`config.mk`:
```
export PLATFORM = sky130hd
export DESIGN_NAME = i2c_reg_target
export DESIGN_NICKNAME = d
export VERILOG_FILES = /design/src/rtl/i2c_reg_target.sv
export SDC_FILE = /design/constraint.sdc
export NUM_CORES = 1
export LEC_CHECK = 0
export BUFFER_PORTS_ARGS = -buffer_cell sky130_fd_sc_hd__clkbuf_2
export CAP_MARGIN = 0
export CORE_ASPECT_RATIO = 0.75
export CORE_UTILIZATION = 56
export CTS_BUF_LIST = sky130_fd_sc_hd__clkbuf_8 sky130_fd_sc_hd__clkbuf_16
export DETAILED_ROUTE_END_ITERATION = 12
export PLACE_DENSITY = 0.85
export SYNTH_ARGS = -nofsm -noshare
export SYNTH_HDL_FRONTEND = slang
export SYNTH_SLANG_ARGS = --single-unit
```
`constraint.sdc`:
```
create_clock -name clk -period 2.7 [get_ports clk]
set_input_delay 0.675 -clock clk [delete_from_list [all_inputs] [get_ports clk]]
set_output_delay 0.675 -clock clk [all_outputs]
set_load 0.01 [all_outputs]
```
`src/rtl/i2c_reg_target.sv`:
```
// I2C target exposing an NREGS x 8-bit register bank addressed through a pointer byte.
// Define I2C_READBACK_EN to support the read direction; otherwise read addresses are NACKed.
module i2c_reg_target #(
  parameter logic [6:0] DEV_ADDR    = 7'h2A,
  parameter int         NREGS       = 8,
  parameter int         SYNC_STAGES = 2
) (
  input  logic                     clk,
  input  logic                     rst_n,
  input  logic                     scl_in,
  input  logic                     sda_in,
  output logic                     sda_oe,
  output logic [NREGS*8-1:0]       regs_out,
  output logic                     wr_strobe,
  output logic [$clog2(NREGS)-1:0] wr_idx,
  output logic                     busy
);
  localparam int PW = $clog2(NREGS);

  typedef enum logic [3:0] {
    IDLE = 4'd0, ADDR = 4'd1, ADDR_ACK = 4'd2, PTR = 4'd3, PTR_ACK = 4'd4,
    WDATA = 4'd5, WDATA_ACK = 4'd6, RDATA = 4'd7, RACK = 4'd8
  } state_e;

  state_e                 state_q, state_d;
  logic [SYNC_STAGES-1:0] scl_sync_q, sda_sync_q;
  logic                   scl_prev_q, sda_prev_q;
  logic                   scl_s, sda_s, start_s, stop_s, rise_s, fall_s, last_s, in_range_s;
  logic [7:0]             byte_s;
  logic [PW-1:0]          ptr_inc_s;
  logic [2:0]             cnt_q, cnt_d;
  logic [6:0]             shift_q, shift_d;
  logic                   phase_q, phase_d, oe_q, oe_d, strobe_q, strobe_d, busy_q;
  logic [PW-1:0]          ptr_q, ptr_d, idx_q, idx_d;
  logic [NREGS*8-1:0]     regs_q, regs_d;
`ifdef I2C_READBACK_EN
  logic                   rw_q, rw_d;
  logic [6:0]             tx_q, tx_d;
  logic [7:0]             cur_reg_s;
  assign cur_reg_s = regs_q[{ptr_q, 3'b000} +: 8];
`endif

  // Synchronisers idle high so reset never manufactures a bus condition
  always_ff @(posedge clk or negedge rst_n) begin
    if (!rst_n) begin
      scl_sync_q <= {SYNC_STAGES{1'b1}};
      sda_sync_q <= {SYNC_STAGES{1'b1}};
      scl_prev_q <= 1'b1;
      sda_prev_q <= 1'b1;
    end else begin
      scl_sync_q <= {scl_sync_q[SYNC_STAGES-2:0], scl_in};
      sda_sync_q <= {sda_sync_q[SYNC_STAGES-2:0], sda_in};
      scl_prev_q <= scl_s;
      sda_prev_q <= sda_s;
    end
  end

  assign scl_s      = scl_sync_q[SYNC_STAGES-1];
  assign sda_s      = sda_sync_q[SYNC_STAGES-1];
  assign start_s    = scl_s & scl_prev_q & sda_prev_q & ~sda_s;
  assign stop_s     = scl_s & scl_prev_q & ~sda_prev_q & sda_s;
  assign rise_s     = scl_s & ~scl_prev_q;
  assign fall_s     = ~scl_s & scl_prev_q;
  assign last_s     = (cnt_q == 3'd7);
  assign byte_s     = {shift_q, sda_s};
  assign in_range_s = ({1'b0, byte_s} < 9'(NREGS));
  assign ptr_inc_s  = (ptr_q == PW'(NREGS - 1)) ? {PW{1'b0}} : ptr_q + 1'b1;

  // State register
  always_ff @(posedge clk or negedge rst_n) begin
    if (!rst_n) state_q <= IDLE;
    else        state_q <= state_d;
  end

  // Next-state logic; bus conditions override any bit event in the same cycle
  always_comb begin
    state_d = state_q;
    if (start_s) begin
      state_d = ADDR;
    end else if (stop_s) begin
      state_d = IDLE;
    end else begin
      case (state_q)
        IDLE:      state_d = IDLE;
        ADDR: begin
          if (rise_s && last_s) begin
            if (byte_s == {DEV_ADDR, 1'b0}) state_d = ADDR_ACK;
`ifdef I2C_READBACK_EN
            else if (byte_s == {DEV_ADDR, 1'b1}) state_d = ADDR_ACK;
`endif
            else state_d = IDLE;
          end else begin
            state_d = ADDR;
          end
        end
`ifdef I2C_READBACK_EN
        ADDR_ACK:  state_d = (fall_s && phase_q) ? (rw_q ? RDATA : PTR) : ADDR_ACK;
        RDATA:     state_d = (fall_s && last_s) ? RACK : RDATA;
        RACK: begin
          if (rise_s && !phase_q) state_d = sda_s ? IDLE : RACK;
          else if (fall_s && phase_q) state_d = RDATA;
          else state_d = RACK;
        end
`else
        ADDR_ACK:  state_d = (fall_s && phase_q) ? PTR : ADDR_ACK;
`endif
        PTR:       state_d = (rise_s && last_s) ? (in_range_s ? PTR_ACK : IDLE) : PTR;
        PTR_ACK:   state_d = (fall_s && phase_q) ? WDATA : PTR_ACK;
        WDATA:     state_d = (rise_s && last_s) ? WDATA_ACK : WDATA;
        WDATA_ACK: state_d = (fall_s && phase_q) ? WDATA : WDATA_ACK;
        default:   state_d = IDLE;
      endcase
    end
  end

  // Datapath and output next values; phase_q marks the second half of an ACK slot
  always_comb begin
    cnt_d    = cnt_q;
    shift_d  = shift_q;
    phase_d  = phase_q;
    oe_d     = oe_q;
    ptr_d    = ptr_q;
    regs_d   = regs_q;
    strobe_d = 1'b0;
    idx_d    = idx_q;
`ifdef I2C_READBACK_EN
    rw_d     = rw_q;
    tx_d     = tx_q;
`endif
    if (start_s || stop_s) begin
      cnt_d   = 3'd0;
      phase_d = 1'b0;
      oe_d    = 1'b0;
    end else begin
      case (state_q)
        ADDR, PTR, WDATA: begin
          if (rise_s) begin
            shift_d = byte_s[6:0];
            cnt_d   = cnt_q + 3'd1;
            phase_d = 1'b0;
            if (last_s && state_q == PTR && in_range_s) ptr_d = byte_s[PW-1:0];
            else ptr_d = ptr_q;
            if (last_s && state_q == WDATA) begin
              regs_d[{ptr_q, 3'b000} +: 8] = byte_s;
              strobe_d = 1'b1;
              idx_d    = ptr_q;
              ptr_d    = ptr_inc_s;
            end
`ifdef I2C_READBACK_EN
            if (last_s && state_q == ADDR) rw_d = sda_s;
            else rw_d = rw_q;
`endif
          end else begin
            cnt_d = cnt_q;
          end
        end
        ADDR_ACK, PTR_ACK, WDATA_ACK: begin
          if (fall_s && !phase_q) begin
            oe_d    = 1'b1;
            phase_d = 1'b1;
          end else if (fall_s) begin
            oe_d    = 1'b0;
            phase_d = 1'b0;
            cnt_d   = 3'd0;
`ifdef I2C_READBACK_EN
            if (state_q == ADDR_ACK && rw_q) begin
              oe_d = ~cur_reg_s[7];
              tx_d = cur_reg_s[6:0];
            end else begin
              tx_d = tx_q;
            end
`endif
          end else begin
            oe_d = oe_q;
          end
        end
`ifdef I2C_READBACK_EN
        RDATA: begin
          if (fall_s && last_s) begin
            oe_d    = 1'b0;
            cnt_d   = 3'd0;
            phase_d = 1'b0;
          end else if (fall_s) begin
            oe_d  = ~tx_q[6];
            tx_d  = {tx_q[5:0], 1'b0};
            cnt_d = cnt_q + 3'd1;
          end else begin
            oe_d = oe_q;
          end
        end
        RACK: begin
          if (rise_s && !phase_q) begin
            oe_d = 1'b0;
            if (!sda_s) begin
              ptr_d   = ptr_inc_s;
              phase_d = 1'b1;
            end else begin
              phase_d = 1'b0;
            end
          end else if (fall_s && phase_q) begin
            oe_d    = ~cur_reg_s[7];
            tx_d    = cur_reg_s[6:0];
            cnt_d   = 3'd0;
            phase_d = 1'b0;
          end else begin
            oe_d = oe_q;
          end
        end
`endif
        default: oe_d = 1'b0;
      endcase
    end
  end

  // Datapath and output registers
  always_ff @(posedge clk or negedge rst_n) begin
    if (!rst_n) begin
      cnt_q    <= 3'd0;
      shift_q  <= 7'd0;
      phase_q  <= 1'b0;
      oe_q     <= 1'b0;
      ptr_q    <= {PW{1'b0}};
      regs_q   <= {(NREGS*8){1'b0}};
      strobe_q <= 1'b0;
      idx_q    <= {PW{1'b0}};
      busy_q   <= 1'b0;
`ifdef I2C_READBACK_EN
      rw_q     <= 1'b0;
      tx_q     <= 7'd0;
`endif
    end else begin
      cnt_q    <= cnt_d;
      shift_q  <= shift_d;
      phase_q  <= phase_d;
      oe_q     <= oe_d;
      ptr_q    <= ptr_d;
      regs_q   <= regs_d;
      strobe_q <= strobe_d;
      idx_q    <= idx_d;
      busy_q   <= (state_d != IDLE);
`ifdef I2C_READBACK_EN
      rw_q     <= rw_d;
      tx_q     <= tx_d;
`endif
    end
  end

  assign sda_oe    = oe_q;
  assign regs_out  = regs_q;
  assign wr_strobe = strobe_q;
  assign wr_idx    = idx_q;
  assign busy      = busy_q;
endmodule

```
# == Yosys cells after proc, flatten, opt, wreduce, memory -nomap -nowiden ==
# Index checks and enable logic that the tools add are counted.
# totals
wordCells,96
output_inout_bits,70
regBits,94
in_bits,4
# classes
bitwise_logic,12
n_mux,31
eq_ne,14
shift,2
reduce_logical,19
n_addsub,3
order_cmp,1
# ops
op,n
$bwmux W64,1
$shift A8 B8 Y64 const A,1
$shiftx A8 B8 Y64,1
$mux W3,9
$pmux W4 S6,1
$eq A4 B3 Y1 const B,3
$mux W4,3
$reduce_and A4 Y1,3
$mux W1,11
$ne A3 B3 Y1 const B,3
$eq A4 B2 Y1 const B,2
$eq A8 B7 Y1 const B,1
$lt A8 B4 Y1 const B,1
$neg A6 Y8,1
$and A1 B1 Y1,7
$add A3 B1 Y3 const B,2
$eq A3 B3 Y1 const B,2
$logic_and A1 B1 Y1,6
$mux W2,3
$pmux W3 S2,1
$reduce_and A3 Y1,2
$reduce_or A3 Y1,2
$not A1 Y1,5
$eq A4 B1 Y1 const B,1
other kinds (9),10

# == Logic depth before layout (Yosys ltp) ==
# depth
depth_word,8
mapped_depth,8

# == Least setup slack after synthesis ==
# Ideal clock, no wire load.
# synth_path
kind,register -> register
from,reg ptr_q[0]
to,reg regs_q[40] (netlist: regs_out[40])
t_required_ns,2.582
stages_incl_launch_ff,8
path_slack_ns,0.491
path_buffers,1
t_arrival_ns,2.091
path_cell_list,dfrtp_1 -> inv_1 -> ha_1 -> ha_1 -> nor4_4 -> buf_2 -> nand2_1 -> a21o_1
# synth_via
elab_chain_cells,3
# synth_lines
element,line_no,rtl
start: declaration,34,"logic [PW-1:0] ptr_q, ptr_d, idx_q, idx_d;"
start signal: assignment,222,ptr_q <= {PW{1'b0}};
start signal: assignment,236,ptr_q <= ptr_d;
$neg A6 Y8 (*),144,"regs_d[{ptr_q, 3'b000} +: 8] = byte_s;"
$shiftx A8 B8 Y64 / $shift A8 B8 Y64 (equally long branches),144,
$bwmux W64 (*),144,
end signal: assignment,223,regs_q <= {(NREGS*8){1'b0}};
end signal: assignment,237,regs_q <= regs_d;
end: declaration,35,"logic [NREGS*8-1:0] regs_q, regs_d;"
# Every way passes the cells marked *; elsewhere a longest branch is shown, timed or not.
# A chain may end at the register's enable or synchronous reset.

# == Final worst setup path ==
# layout_path
from,reg ptr_q[1]
to,reg regs_q[22] (netlist: regs_out[22])
# The elaborated chain is that of the path after synthesis.

==> results.toml <==
[setup_path]
crit_chain = "inv_1 -> ha_1 -> ha_1 -> nor4b_2 -> buf_4 -> nand2_2 -> mux2_1"
crit_top_cell = "ha_1"
r2r_end = "regs_out[22]$_DFFE_PN0P_"
critPathTopFamily = "adder cells"
worstSetupStartpointType = "flip-flop"
critPathKind = "reg2reg"
ff2ff_path_depth = 7
path_max_fanout = 19
rr_startpoint = "ptr_q[1]$_DFFE_PN0P_"
endpoint_kind = "flip-flop"
arrival_ns = 2.70
crit_path_max_incr_delay_ns = 0.48
cpMaxStageDelayCell = "dfrtp_1"
cp_data_required_time_ns = 2.95
cp_num_buf_inv = 2
reg2reg_slack_ns = 0.25

[detailed_routing]
drc = 0
drtIter0Drc = 229
vias_per_cell = 5.88
wire_per_inst_um = 18.3
via_count = 2941
first_pass_iters = 4
wl_um = 9160
ant_nets = 0

[sta]
rsz0062_at_grt = "false"
hold_violations = 0
slew_viol_final = 0
fin_setup_tns_ns = 0
max_freq_mhz = 408
setup_ws_ns = 0.247
setup_violations = 0
finalCritPeriodShare = 0.909
period_needed_ns = 2.45
tightest_slew_ns = 0.650
holdWs_ns = 0.252
relSlewSlack = 0.565
skew_ns = 0.00866

[synth]
synth_most_common_cell = "dfrtp_1"
yosysTopAreaCellShare = 0.517
ys_seq_area_frac = 0.554
async_flop_share = 1.00
syn_area_um2 = 4210
ys_top_cells_by_count = "dfrtp_1, mux2_1, nand4_1"
synth_top_area_cell = "dfrtp_1"
synthFlopType = "dfrtp_1"
synth-edff-count = 0
yosys_warnings = 0
syn_avg_cell_area_um2 = 13.0
synth_cell_type_count = 55
syn-num-nets = 337
synth.area.top_cells = "dfrtp_1, mux2_1, mux2_2"
synth_seq_cells = 93
syn_inst = 324

[clock_tree]
clkTransAtPathRegs_ns = 0.09
cts_buffer_depth = 2
clock_latency_ns = 0.37
htreeDepth = 3
cts_resized = 0
holdBufCountCts = 0
cts_setup_buffers = 0
cts-root-buf = "clkbuf_8"
clkSinkCount = 93
cts_tree = "done"
cts_made_buffers = 9

[layout]
fillers = 543
multi_input_area_um2 = 1760
fin_cells = 500
final_nets = 410
post-route-cell-area_um2 = 4910
diodes = 0
register_area_um2 = 2330
drive_gt1_frac = 0.316
syn_to_final_growth_pct = 16.6
post-route-util = 0.699

[floorplanning]
die_y_um = 77.1
rows = 26
core_um2 = 7030
start_util = 0.600
die_x_um = 102
ios = 74
die-area_um2 = 7880

[power_and_ir_drop]
p_sw_frac = 0.276
seq_power_share = 0.561
vdd_drop_max_mv = 0.274
powerDensity_nw_per_um2 = 591
p_comb_frac = 0.091
power.internal_mw = 2.10
p_sw_mw = 0.801
power.total_mw = 2.90
leakage_nw = 2.81
pwr-share-clk = 0.348

[job]
cap_viol_max_count = 0

[worst_hold_path]
hp-class = "in2async"

[place]
gp_congestion = 0.844
pre_cts_ws_ns = 0.305
port_buffers = 73
dp_hpwl_um = 6200
place_area_um2 = 4700
dpl.cell_count = 484

[global_route]
grt_pass1_wl_um = 15200
grt_pass1_vias = 2849
antenna_found_initial = 0
gr-total-overflow = 0
grt_usage = 0.259
grt_max_degree = 59

[outcome]
status = "finished, final reports clean"
## power groups by stage
stage	Combinational (mW)	Sequential [mW]	Clock, mW
finish	0.263	1.63	1.01
global route	0.292	1.64	1.09
CTS	0.263	1.63	1.03
detailed placement	0.261	1.65	0
global placement	0.251	1.65	0
floorplan	0.225	1.53	0
## worst max-delay path by stage
stage	end	from	slack [ns]	cells after the start
6_report	regs_out[22]$_DFFE_PN0P_	ptr_q[1]$_DFFE_PN0P_	0.25	7
5_1_grt	regs_out[22]$_DFFE_PN0P_	ptr_q[1]$_DFFE_PN0P_	0.13	7
4_1_cts	regs_out[22]$_DFFE_PN0P_	ptr_q[1]$_DFFE_PN0P_	0.27	7
3_5_place_dp	regs_out[22]$_DFFE_PN0P_	ptr_q[1]$_DFFE_PN0P_	0.31	7
3_3_place_gp	regs_out[6]$_DFFE_PN0P_	ptr_q[1]$_DFFE_PN0P_	0.43	6
2_1_floorplan	regs_out[40]$_DFFE_PN0P_	ptr_q[0]$_DFFE_PN0P_	0.49	7
## per-layer routing
layer  vias up  routed length (µm)  GRT usage
met5         -                   0          0
met2       108                4220      0.387
met4         0                  82     0.0686
li1       1347                   -          -
met1      1475                4220      0.378
met3        11                 634     0.0656
## sequential cells by signal, summed over array words and instances, names as in the netlist
name and count:
scl_sync_q 2, cnt_q 3, sda_sync_q 2, sda_prev_q 1
ptr_q 3, phase_q 1, scl_prev_q 1, busy 1
wr_idx 3, regs_out 64, shift_q 7, wr_strobe 1
sda_oe 1, state_q 3
## layout make-up
class / instances / area share
flip-flops and latches: 93 / 0.475
repair buffers: 82 / 0.0912
clock buffers: 9 / 0.0252
clock inverters: 7 / 0.0186
well taps: 98 / 0.0250
multi-input cells: 203 / 0.359
inverters: 8 / 0.00611
## placed cells by master, fill, tap and decap left out, drive strengths merged, types with 8 or more instances in the layout
cell	instances
inv	11
a21bo	17
and2	8
mux2	42
clkbuf	81
buf	10
a21o	16
and4	16
nand4	18
dfrtp	87
ha	9
## logic make-up after synthesis
group	synth area share
adders and majority gates	0.0267
DFF	0.554
AOI/OAI and AO/OA	0.103
xor gates and xnor gates	0.00208
and+or+nand+nor	0.156
buffers and inverters	0.0294
muxes	0.129
## worst reg2reg max path, stage by stage, from the launching register on
cell and delay, ns:
dfrtp_1 0.48, inv_1 0.13, ha_1 0.21, ha_1 0.40, nor4b_2 0.29, buf_4 0.28
nand2_2 0.19, mux2_1 0.36
Power figures use the tool's default switching activity.
